--- src/rtl/pc_unit_ras.sv ---
// Fetch-stage program counter with next-PC priority select and a circular
// return-address stack that predicts the targets of call/return pairs.
module pc_unit_ras #(
  parameter int              PC_W      = 32,
  parameter logic [PC_W-1:0] RESET_PC  = '0,
  parameter logic [PC_W-1:0] INC       = PC_W'(4),
  parameter int              RAS_DEPTH = 8
) (
  input  logic                         CLK,
  input  logic                         RST,
  input  logic                         en,
  input  logic                         redirect_valid,
  input  logic [PC_W-1:0]              redirect_pc,
  input  logic                         jump_valid,
  input  logic [PC_W-1:0]              jump_pc,
  input  logic                         call,
  input  logic                         ret_valid,
  input  logic [PC_W-1:0]              ret_fallback_pc,
  output logic [PC_W-1:0]              pco,
  output logic [PC_W-1:0]              pc_next,
  output logic [$clog2(RAS_DEPTH):0]   ras_count,
  output logic                         ras_empty,
  output logic                         ras_full,
  output logic                         ras_miss
);

  localparam int PW = $clog2(RAS_DEPTH);
  localparam int CW = PW + 1;

  logic [PC_W-1:0] ras_mem [RAS_DEPTH];
  logic [PW-1:0]   wp;
  logic [PW-1:0]   top_idx;
  logic [PC_W-1:0] pc_inc;
  logic            push;
  logic            pop;
  logic            replace;
  logic            miss_d;
  logic            wr_en;
  logic [PW-1:0]   wr_idx;

  assign top_idx   = wp - PW'(1);
  assign pc_inc    = pco + INC;
  assign ras_empty = (ras_count == '0);
  assign ras_full  = (ras_count == CW'(RAS_DEPTH));

  // NOTE: every output of this block gets a default first so no path can
  // leave a value unassigned and infer a latch.
  always_comb begin
    pc_next = pc_inc;
    push    = 1'b0;
    pop     = 1'b0;
    replace = 1'b0;
    miss_d  = 1'b0;
    if (redirect_valid) begin
      pc_next = redirect_pc;
    end else if (!en) begin
      pc_next = pco;
    end else if (ret_valid) begin
      if (!ras_empty) begin
        pc_next = ras_mem[top_idx];
        replace = jump_valid && call;
        pop     = !(jump_valid && call);
      end else begin
        pc_next = ret_fallback_pc;
        miss_d  = 1'b1;
        push    = jump_valid && call;
      end
    end else if (jump_valid) begin
      pc_next = jump_pc;
      push    = call;
    end
  end

  assign wr_en  = push || replace;
  assign wr_idx = replace ? top_idx : wp;

  // NOTE: state registers use non-blocking assignments so every flop samples
  // pre-edge values regardless of statement order.
  always_ff @(posedge CLK) begin
    if (RST) begin
      pco       <= RESET_PC;
      wp        <= '0;
      ras_count <= '0;
      ras_miss  <= 1'b0;
    end else begin
      pco      <= pc_next;
      ras_miss <= miss_d;
      if (push) begin
        wp <= wp + PW'(1);
        if (!ras_full) ras_count <= ras_count + CW'(1);
      end else if (pop) begin
        wp        <= wp - PW'(1);
        ras_count <= ras_count - CW'(1);
      end
    end
  end

  // NOTE: stack entries carry no reset; validity is tracked solely by
  // ras_count, so reset only needs to clear the count and pointer.
  always_ff @(posedge CLK) begin
    if (wr_en) ras_mem[wr_idx] <= pc_inc;
  end

endmodule

--- config.mk ---
export PLATFORM = sky130hd
export DESIGN_NAME = pc_unit_ras
export DESIGN_NICKNAME = d
export VERILOG_FILES = /design/src/rtl/pc_unit_ras.sv
export SDC_FILE = /design/constraint.sdc
export NUM_CORES = 1
export LEC_CHECK = 0
export CAP_MARGIN = 10
export CORE_MARGIN = 2
export CORE_UTILIZATION = 45
export DETAILED_ROUTE_END_ITERATION = 6
export PLACE_DENSITY = 0.78
export SLEW_MARGIN = 30
export SYNTH_ARGS = -nofsm -noshare
export SYNTH_HDL_FRONTEND = slang
export SYNTH_SLANG_ARGS = --single-unit
--- constraint.sdc ---
create_clock -name CLK -period 6.3 [get_ports CLK]
set_input_delay 0.945 -clock CLK [delete_from_list [all_inputs] [get_ports CLK]]
set_output_delay 0.945 -clock CLK [all_outputs]
set_load 0.03 [all_outputs]
* Word-level counts from Yosys, hierarchy flattened
Memories as Yosys holds them, arrays and structs flattened.
Index checks and enable logic that the tools add are counted.
** Storage, ports and cells
- Input bits :: 103
- Output and inout port bits :: 71
- Bits in latches :: 0
- Flip-flop bits (word level) :: 40
- Bits in writable memories :: 256
- Memories :: 1
- Bits in read-only memories :: 0
** Memories
- ras_mem :: depth 8, width 32, rd ports 1, clocked after Yosys merged registers in 0, write ports 1, line 30 : logic [PC_W-1:0] ras_mem [RAS_DEPTH];
** Cells by class
- $lt $le $gt $ge :: 0
- Shift-type cells :: 0
- Bitwise logic cells :: 2
- Div/mod/pow operators :: 0
- Equal/unequal tests :: 2
- Mux-type cells :: 27
- Reductions and logical operators :: 7
- Add/subtract/negate cells :: 5
- Multipliers :: 0
** Operators with widths (number)
- 32-bit 2-to-1 mux :: 5
- 32-bit by 3-bit adder with 32-bit output, second input constant :: 1
- 1-bit 2-to-1 mux :: 16
- 4-bit 2-to-1 mux :: 3
- 3-bit 2-to-1 mux :: 3
- 4-bit by 1-bit adder with 4-bit output, second input constant :: 1
- 4-bit equality test, second input constant :: 1
- 4-bit zero test :: 1
- 4-bit OR reduction :: 1
- 4-bit by 1-bit subtractor with 4-bit output, second input constant :: 1
- 3-bit by 1-bit adder with 3-bit output, second input constant :: 1
- 3-bit by 1-bit subtractor with 3-bit output, second input constant :: 1
- 2-bit inequality test, second input constant :: 1
- 1-bit inverter :: 2
- 2-bit AND reduction :: 1
- 2-bit nonzero test :: 1
- 1-bit logical AND :: 1
- 1-bit zero test :: 1
- 1-bit logical OR :: 1

* Logic depth before layout (Yosys ltp)
Gate-level depths: netlist of the first run.
- Word-level depth :: 8
- Mapped depth :: 14
- Depth with buffers taken out :: 9

* Least setup slack after synthesis of the first run
Ideal clock, no wire load.
- Kind :: reg-to-reg
- From :: register wp[0]
- To :: memory ras_mem[0][0], enable pin
- Buffers on the path :: 6
- Path slack :: 2149 ps
- Clock period less this slack :: 4151 ps
- Required time :: 5879 ps
- Cell stages (with the launch flop) :: 13
- Arrival :: 3730 ps
- Cell sequence :: dfxtp_1 buf_4 buf_2 buf_2 inv_1 ha_1 buf_2 buf_2 buf_1 nand2_1 o21ai_0 nand2_1 nor2_1
** On the way
- Longest elaborated chain between the ends :: 2
** Ends and longest elaborated chain
- from (decl) :: line 31 : logic [PW-1:0] wp;
- from (signal assigned) :: line 89 : wp <= wp + PW'(1);
- from (signal assigned) :: line 92 : wp <= wp - PW'(1);
- 3-bit by 1-bit subtractor with 3-bit output :: line 41 : assign top_idx = wp - PW'(1);
- 3-bit 2-to-1 mux (*) :: line 75 : assign wr_idx = replace ? top_idx : wp;
- to (decl) :: line 30
Every way passes the cells marked *; elsewhere a longest branch is shown, timed or not.

* Worst setup path in the final report of the first run
- From :: register wp[0]
- To :: output port pc_next[11]
** On the way
- Longest elaborated chain between the ends :: 6
** Ends and longest elaborated chain
- 3-bit by 1-bit subtractor with 3-bit output :: line 41
- memory 8 x 32 bit
- 32-bit 2-to-1 mux :: line 59 : if (!ras_empty) begin
- 32-bit 2-to-1 mux :: line 58 : end else if (ret_valid) begin
- 32-bit 2-to-1 mux :: line 56 : end else if (!en) begin
- 32-bit 2-to-1 mux :: line 54 : if (redirect_valid) begin
- to (decl) :: line 20 : output logic [PC_W-1:0] pc_next,
No other way between the ends.

==> results of run 1 <==
[Yosys cell counts (all sizes together), types with 6 or more instances]
master and number:
nor3 27, xor2 13, nand2b 13, o21a 8, nand2 93, o2bb2ai 6
or3 8, o221ai 6, dfxtp 40, o2111ai 7, clkbuf 27, nor2b 14
o21ai 39, mux2i 21, buf 38, o22ai 6, mux2 6, nand3 26
nand4 7, mux4 64, nor4 9, a31oi 10, nor2 79, edfxtp 256
inv 11, xnor2 16, a21oi 46, and3 10
[worst min path at each step]
stage | to | slack (ns)
detailed placement | ras_count[3] | 0.53
global route | ras_count[3] | 0.59
finish | ras_count[3] | 0.54
global placement | ras_count[3] | 0.52
CTS | ras_count[3] | 0.54
floorplan | ras_mem[0][0] | 0.55
[cell families (layout without fill, tap and decap cells)]
group | after synthesis | after routing | synth area share [%]
muxes | 91 | 91 | 12.79
xor gates and xnor gates | 29 | 29 | 1.890
AOI/OAI and AO/OA | 161 | 161 | 7.876
buffers and inverters | 77 | 269 | 2.653
adders and majority gates | 6 | 6 | 0.6145
other | 0 | 1 | 0
and+or+nand+nor | 306 | 306 | 11.01
DFF | 296 | 296 | 63.16
[worst max-delay path: cells and delay by family (launching register included)]
kind	cells	cell delay, ns
compound gates	2	0.64
buf+inv	3	1.86
flops	1	0.34
mux	1	0.59
simple gates	2	0.18
[per-stage QoR]
stage / area, um^2 / instances
2_1_floorplan: 13440 / 966
3_3_place_gp: 15590 / 1491
3_5_place_dp: 15600 / 1491
4_1_cts: 16710 / 1547
5_1_grt: 16740 / 1548
6_report: 16740 / 1549
[sequential cells by signal (all words and copies together), names as in the netlist]
signal     count
pco           32
ras_count      4
ras_mem      256
wp             3
ras_miss       1
[power groups by stage]
stage	Sequential, mW	Clock [mW]	Combinational [mW]
floorplan	2.27	0	0.390
global placement	2.26	0	0.680
detailed placement	2.26	0	0.692
CTS	2.22	1.99	0.696
global route	2.22	2.06	0.747
finish	2.22	1.97	0.704
[layer usage]
layer / GRT usage (%) / up-vias / part of all wire [%]
met1: 32.04 / 4708 / 38
li1: - / 4087 / -
met3: 6.551 / 99 / 11
met4: 8.953 / 0 / 3.6
met2: 39.29 / 563 / 48
met5: 0 / - / 0
[cell type report]
type	count	area, um^2	area share, %
Inverter	12	45.04	0.2690
Timing Repair Buffer	201	1952	11.66
Tap cell	390	488.0	2.914
Multi-Input combinational cell	593	4656	27.80
Clock buffer	38	832.0	4.969
Sequential cell	296	8492	50.71
Clock inverter	18	277.8	1.659
Antenna cell	1	2.502	0.01494
==> flow_metrics.env, run 1 <==
export IMPL_fmax_ghz=0.1943
export IMPL_ys_ff_latch=296
export IMPL_place_congestion=0.8939
export IMPL_reg2reg_to="ras_mem[4][23]"
export IMPL_synth_area_top_cells="edfxtp_1, mux4_2, dfxtp_1, nand2_1, nor2_1"
export IMPL_relSlewSlack_pct=40.13
export IMPL_hold_path_class="reg2reg"
export IMPL_grt_ovfl_total=0
export IMPL_p_per_area_nw_per_um2=292.4
export IMPL_dr_pass1_iters=7
export IMPL_power_frac_comb_pct=14.4
export IMPL_worstPathArrival_ns=4.20
export IMPL_synthArstFlopShare_pct=0
export IMPL_drt_total_wl_um=38660
export IMPL_pwr_share_clk_pct=40.3
export IMPL_ys_warn_count=0
export IMPL_ir_drop_v=0.0001995
export IMPL_cts_resized=0
export IMPL_die_area_um2=31260
export IMPL_swShare_pct=24.75
export IMPL_violations="DRC"
export IMPL_setup_slack_ns=1.153
export IMPL_post_cts_setup_buffer_count=0
export IMPL_fin_util_pct=56.65
export IMPL_setup_worst_path_end_class="output pin"
export IMPL_endpoint="pc_next[11]"
export IMPL_crit_chain="buf_4 -> buf_4 -> mux4_2 -> nand2_1 -> a21oi_1 -> a2111oi_0 -> nor2_1 -> clkdlybuf4s50_1"
export IMPL_die_w_um=176.8
export IMPL_critical_path_max_stage_delay_ns=0.69
export IMPL_vias_per_cell=6.105
export IMPL_drt_initial_drc_count=1127
export IMPL_grt_pass1_vias=9352
export IMPL_cpMaxStageDelayCell="buf_4"
export IMPL_synthCells=966
export IMPL_worst_r2r_path_depth=7
export IMPL_layout_nets=1243
export IMPL_p_leak_nw=5.624
export IMPL_synth_cell_types=67
export IMPL_postCtsHoldBufs=0
export IMPL_hold_ws_ns=0.5382
export IMPL_filler_cell_count=2261
export IMPL_hold_viol=0
export IMPL_yosys_most_used_dff="edfxtp_1"
export IMPL_setup_viol=0
export IMPL_switchingPower_mw=1.212
export IMPL_ant_nets=0
export IMPL_cts_path_max_buffers=3
export IMPL_crit_start="wp[0]"
export IMPL_cts_root_buf="clkbuf_16"
export IMPL_clk_latency_ns=0.55
export IMPL_initial_core_util_pct=45.46
export IMPL_clkSlewWorstSetupHoldPaths_ns=0.06
export IMPL_fin_crit_ns=5.147
export IMPL_critPathRequiredTime_ns=5.35
export IMPL_path_class="reg2out"
export IMPL_synth_top_cell_by_area="edfxtp_1"
export IMPL_cts_htree_levels=1
export IMPL_cts_tree="yes"
export IMPL_cpMostUsedCell="buf_4"
export IMPL_antenna_found_initial=0
export IMPL_synth_avg_cell_area_um2=13.91
export IMPL_io_buffers=173
export IMPL_fin_crit_sh_pct=81.70
export IMPL_vias=9457
export IMPL_rsz0062_at_grt="false"
export IMPL_areaGrowthSynthToFinish_pct=24.60
export IMPL_grt_pass1_wl_um=56960
export IMPL_min_path_cells=2
export IMPL_drcViolationCount=3
export IMPL_min_from="ras_count[3]"
export IMPL_ios=174
export IMPL_r2r_start="ras_count[0]"
export IMPL_numCtsBuffers=30
export IMPL_final_common_cell="edfxtp_1"
export IMPL_start_kind="flip-flop"
export IMPL_cap_violations=0
export IMPL_netlist_area_um2=13440
export IMPL_fp_row_count=63
export IMPL_fin_skew_ns=0.01169
export IMPL_grt_max_degree=43
export IMPL_path_max_fanout=37
export IMPL_maxSlewViolCount=0
export IMPL_rrSetupSlack_ns=2.98
export IMPL_dp_hpwl_um=25080
export IMPL_grt_usage_pct=24.44
export IMPL_setup_tns_final_ns=0
export IMPL_outcome="finished, violations left"
export IMPL_seq_area_frac_synth_pct=63.16
export IMPL_clock_sinks=296
export IMPL_synth_edf_count=256
export IMPL_p_int_mw=3.685
export IMPL_die_h_um=176.8
export IMPL_pre_cts_slack_ns=1.587
export IMPL_tightestPinTransition_ns=0.8916
export IMPL_drive_above_1_share_pct=15.20
export IMPL_synth_top_area_share_pct=57.20
export IMPL_coreArea_um2=29560
export IMPL_synth_nets=1075
export IMPL_seq_power_share_pct=45.3
export IMPL_layout_common_cells="edfxtp_1, clkdlybuf4s50_1, nand2_1, nor2_1, mux4_2"
export IMPL_finalPower_mw=4.897
export IMPL_avgRoutedWirePerCell_um=24.96
Note: power is estimated with default switching activity, not from simulation.
==> run 2, diff against run 1 <==
Settings changed: PLACE_DENSITY 0.78 to 0.81.
Clock period 6.3 ns to 4.45 ns, I/O delays scaled along.
==> run 2 against run 1 <==
- the run now ends clean
- wire length up 1.8%
- clock skew up 0.0096 ns
- sequential share of layout area up 0.11 points
- combinational power up 48%
- setup slack worse by 0.98 ns
- worst hold slack better by 0.013 ns
- utilization down 0.13 points
- final cell count up 0.71%
- register-to-register slack worse by 1.6 ns
- design area down 0.22%
- non-clock buffer count up 16
- critical endpoint is now pc_next[23]
- largest cell class unchanged
- highest routed layer is now met5
==> flow_metrics.env, run 2 (synthesized netlist as in run 1, its figures left out) <==
export IMPL_ant_nets=0
export IMPL_worstPathArrival_ns=3.61
export IMPL_reg_top3="ras_mem: 256 flops, pco: 32 flops, ras_count: 4 flops"
export IMPL_numCtsBuffers=29
export IMPL_io_buffers=173
export IMPL_drive_above_1_share_pct=17.95
export IMPL_vias=9704
export IMPL_grt_pass1_wl_um=58070
export IMPL_worstPathBufferInverterCount=3
export IMPL_filler_cell_count=2279
export IMPL_antenna_found_initial=1
export IMPL_hold_path_class="reg2reg"
export IMPL_largest_register_ffs=256
export IMPL_relSlewSlack_pct=32.36
export IMPL_drt_initial_drc_count=1316
export IMPL_die_w_um=176.8
export IMPL_crit_chain="inv_1 -> ha_4 -> xor2_4 -> buf_4 -> nand2_1 -> o22ai_1 -> or3_1 -> a31oi_1 -> clkdlybuf4s50_1"
export IMPL_vias_per_cell=6.221
export IMPL_fin_cells=1560
export IMPL_regArea_um2=8492
export IMPL_grt_usage_pct=25.06
export IMPL_rsz0062_at_grt="false"
export IMPL_cts_root_buf="clkbuf_16"
export IMPL_setup_worst_path_end_class="output pin"
export IMPL_die_area_um2=31260
export IMPL_drt_total_wl_um=39360
export IMPL_critical_path_max_stage_delay_ns=0.77
export IMPL_fin_skew_ns=0.02133
export IMPL_outcome="complete, no violations"
export IMPL_dr_pass1_iters=6
export IMPL_grt_ovfl_total=0
export IMPL_fp_row_count=63
export IMPL_postCtsHoldBufs=0
export IMPL_hold_viol=0
export IMPL_fmax_ghz=0.2338
export IMPL_layout_nets=1258
export IMPL_cts_path_max_buffers=3
export IMPL_start_kind="flip-flop"
export IMPL_cp_top_family="buffers and inverters"
export IMPL_ios=174
export IMPL_drcViolationCount=0
export IMPL_maxSlewViolCount=0
export IMPL_initial_core_util_pct=45.46
export IMPL_placedCellCount=1508
export IMPL_setup_tns_final_ns=0
export IMPL_critPathRequiredTime_ns=3.78
export IMPL_post_cts_setup_buffer_count=0
export IMPL_tightestPinTransition_ns=1.015
export IMPL_clkSlewWorstSetupHoldPaths_ns=0.06
export IMPL_p_per_area_nw_per_um2=390.6
export IMPL_dp_hpwl_um=26330
export IMPL_fin_crit_ns=4.277
export IMPL_cts_tree="yes"
export IMPL_clk_latency_ns=0.55
export IMPL_coreArea_um2=29560
export IMPL_grt_pass1_vias=9580
export IMPL_cts_htree_levels=1
export IMPL_path_class="reg2out"
export IMPL_areaGrowthSynthToFinish_pct=24.32
export IMPL_grt_max_degree=70
export IMPL_setup_viol=0
export IMPL_min_from="ras_count[3]"
export IMPL_cpMaxStageDelayCell="clkdlybuf4s50_1"
export IMPL_r2r_start="ras_count[0]"
export IMPL_cap_violations=0
export IMPL_fin_crit_sh_pct=96.11
export IMPL_layout_common_cells="edfxtp_1, clkdlybuf4s50_1, nand2_1, nor2_1, mux4_2"
export IMPL_antenna_cells=0
export IMPL_crit_start="wp[1]"
export IMPL_final_common_cell="edfxtp_1"
export IMPL_avgRoutedWirePerCell_um=25.23
export IMPL_path_max_fanout=11
export IMPL_ir_drop_v=0.0002977
export IMPL_regMostFlops="ras_mem"
export IMPL_place_congestion=0.9583
export IMPL_clock_sinks=296
export IMPL_p_leak_nw=5.672
export IMPL_multiInputGateArea_um2=4661
export IMPL_die_h_um=176.8
-- run 2: cell types whose count changed in the layout (fill, tap and decap cells not counted), moves of 2 or more --
cell             change
bufinv_16            -7
buf_4               +33
clkinv_2             -4
nor2_4               -2
nor2_2               +2
clkbuf_8             +2
clkbuf_1             +4
clkinv_1             +2
clkdlybuf4s50_1     -26
buf_12               +9
-- run 2: tightest hold or removal path, stage by stage, from the launching register on --
cell and delay, ns:
dfxtp_1 0.35, o21ai_0 0.09, a21oi_1 0.06
-- run 2: path summary, 6_finish.rpt --
| kind | cells after the start | slack, ns | endpoint |
|---|---|---|---|
| worst max register to register | 8 | 1.41 | ras_mem[1][21] |
| worst max-delay path | 9 | 0.17 | pc_next[23] |
| worst min-delay path | 2 | 0.55 | ras_count[3] |
| worst min register to register | 2 | 0.55 | ras_count[3] |
-- run 2: timing repair --
action                                  in CTS  in global routing
hold endpoints to repair                     0                  0
gates resized for setup                      0                  3
endpoints found under the setup margin       0                  3
-- run 2: where the power goes --
group	internal, mW	switching, mW	total [mW]
registers	3.08	0.0646	3.14
clock network	1.32	1.02	2.34
logic	0.439	0.606	1.04
-- run 2: through the flow --
stage                     setup WS [ns]  power [mW]  hold WS (ns)  instance area (um^2)  util (%)
final                            0.1732       6.525        0.5515                 16710     56.52
after global routing            0.05803       6.704        0.6367                 16710     56.52
after CTS                        0.1027       6.522        0.5437                 16680     56.44
after detailed placement         0.7402       4.221        0.5331                 15780     53.38
after global placement           0.7394       4.203        0.5168                 15780     53.38
after floorplan                  0.2990       3.770        0.5455                 13440         -
-- run 2: cell type report --
cell class / count / share of cell area (%)
inverters: 12 / 0.2696
multi-input cells: 593 / 27.90
repair buffers: 217 / 12.69
clock buffers: 43 / 5.085
flip-flops and latches: 296 / 50.83
well taps: 390 / 2.921
clock inverters: 9 / 0.3145
-- run 2: metal layers --
| layer | track usage (%) | part of all wire (%) |
|---|---|---|
| met5 | 0 | 0.033 |
| met4 | 10.61 | 4.4 |
| met3 | 6.143 | 12 |
| met2 | 39.93 | 47 |
| met1 | 32.97 | 36 |
==> run 3, diff against run 2 <==
Settings changed: TNS_END_PERCENT set to 30.
==> results of run 3 <==
The final DEF is identical to that of run 2; final timing and power are the same.
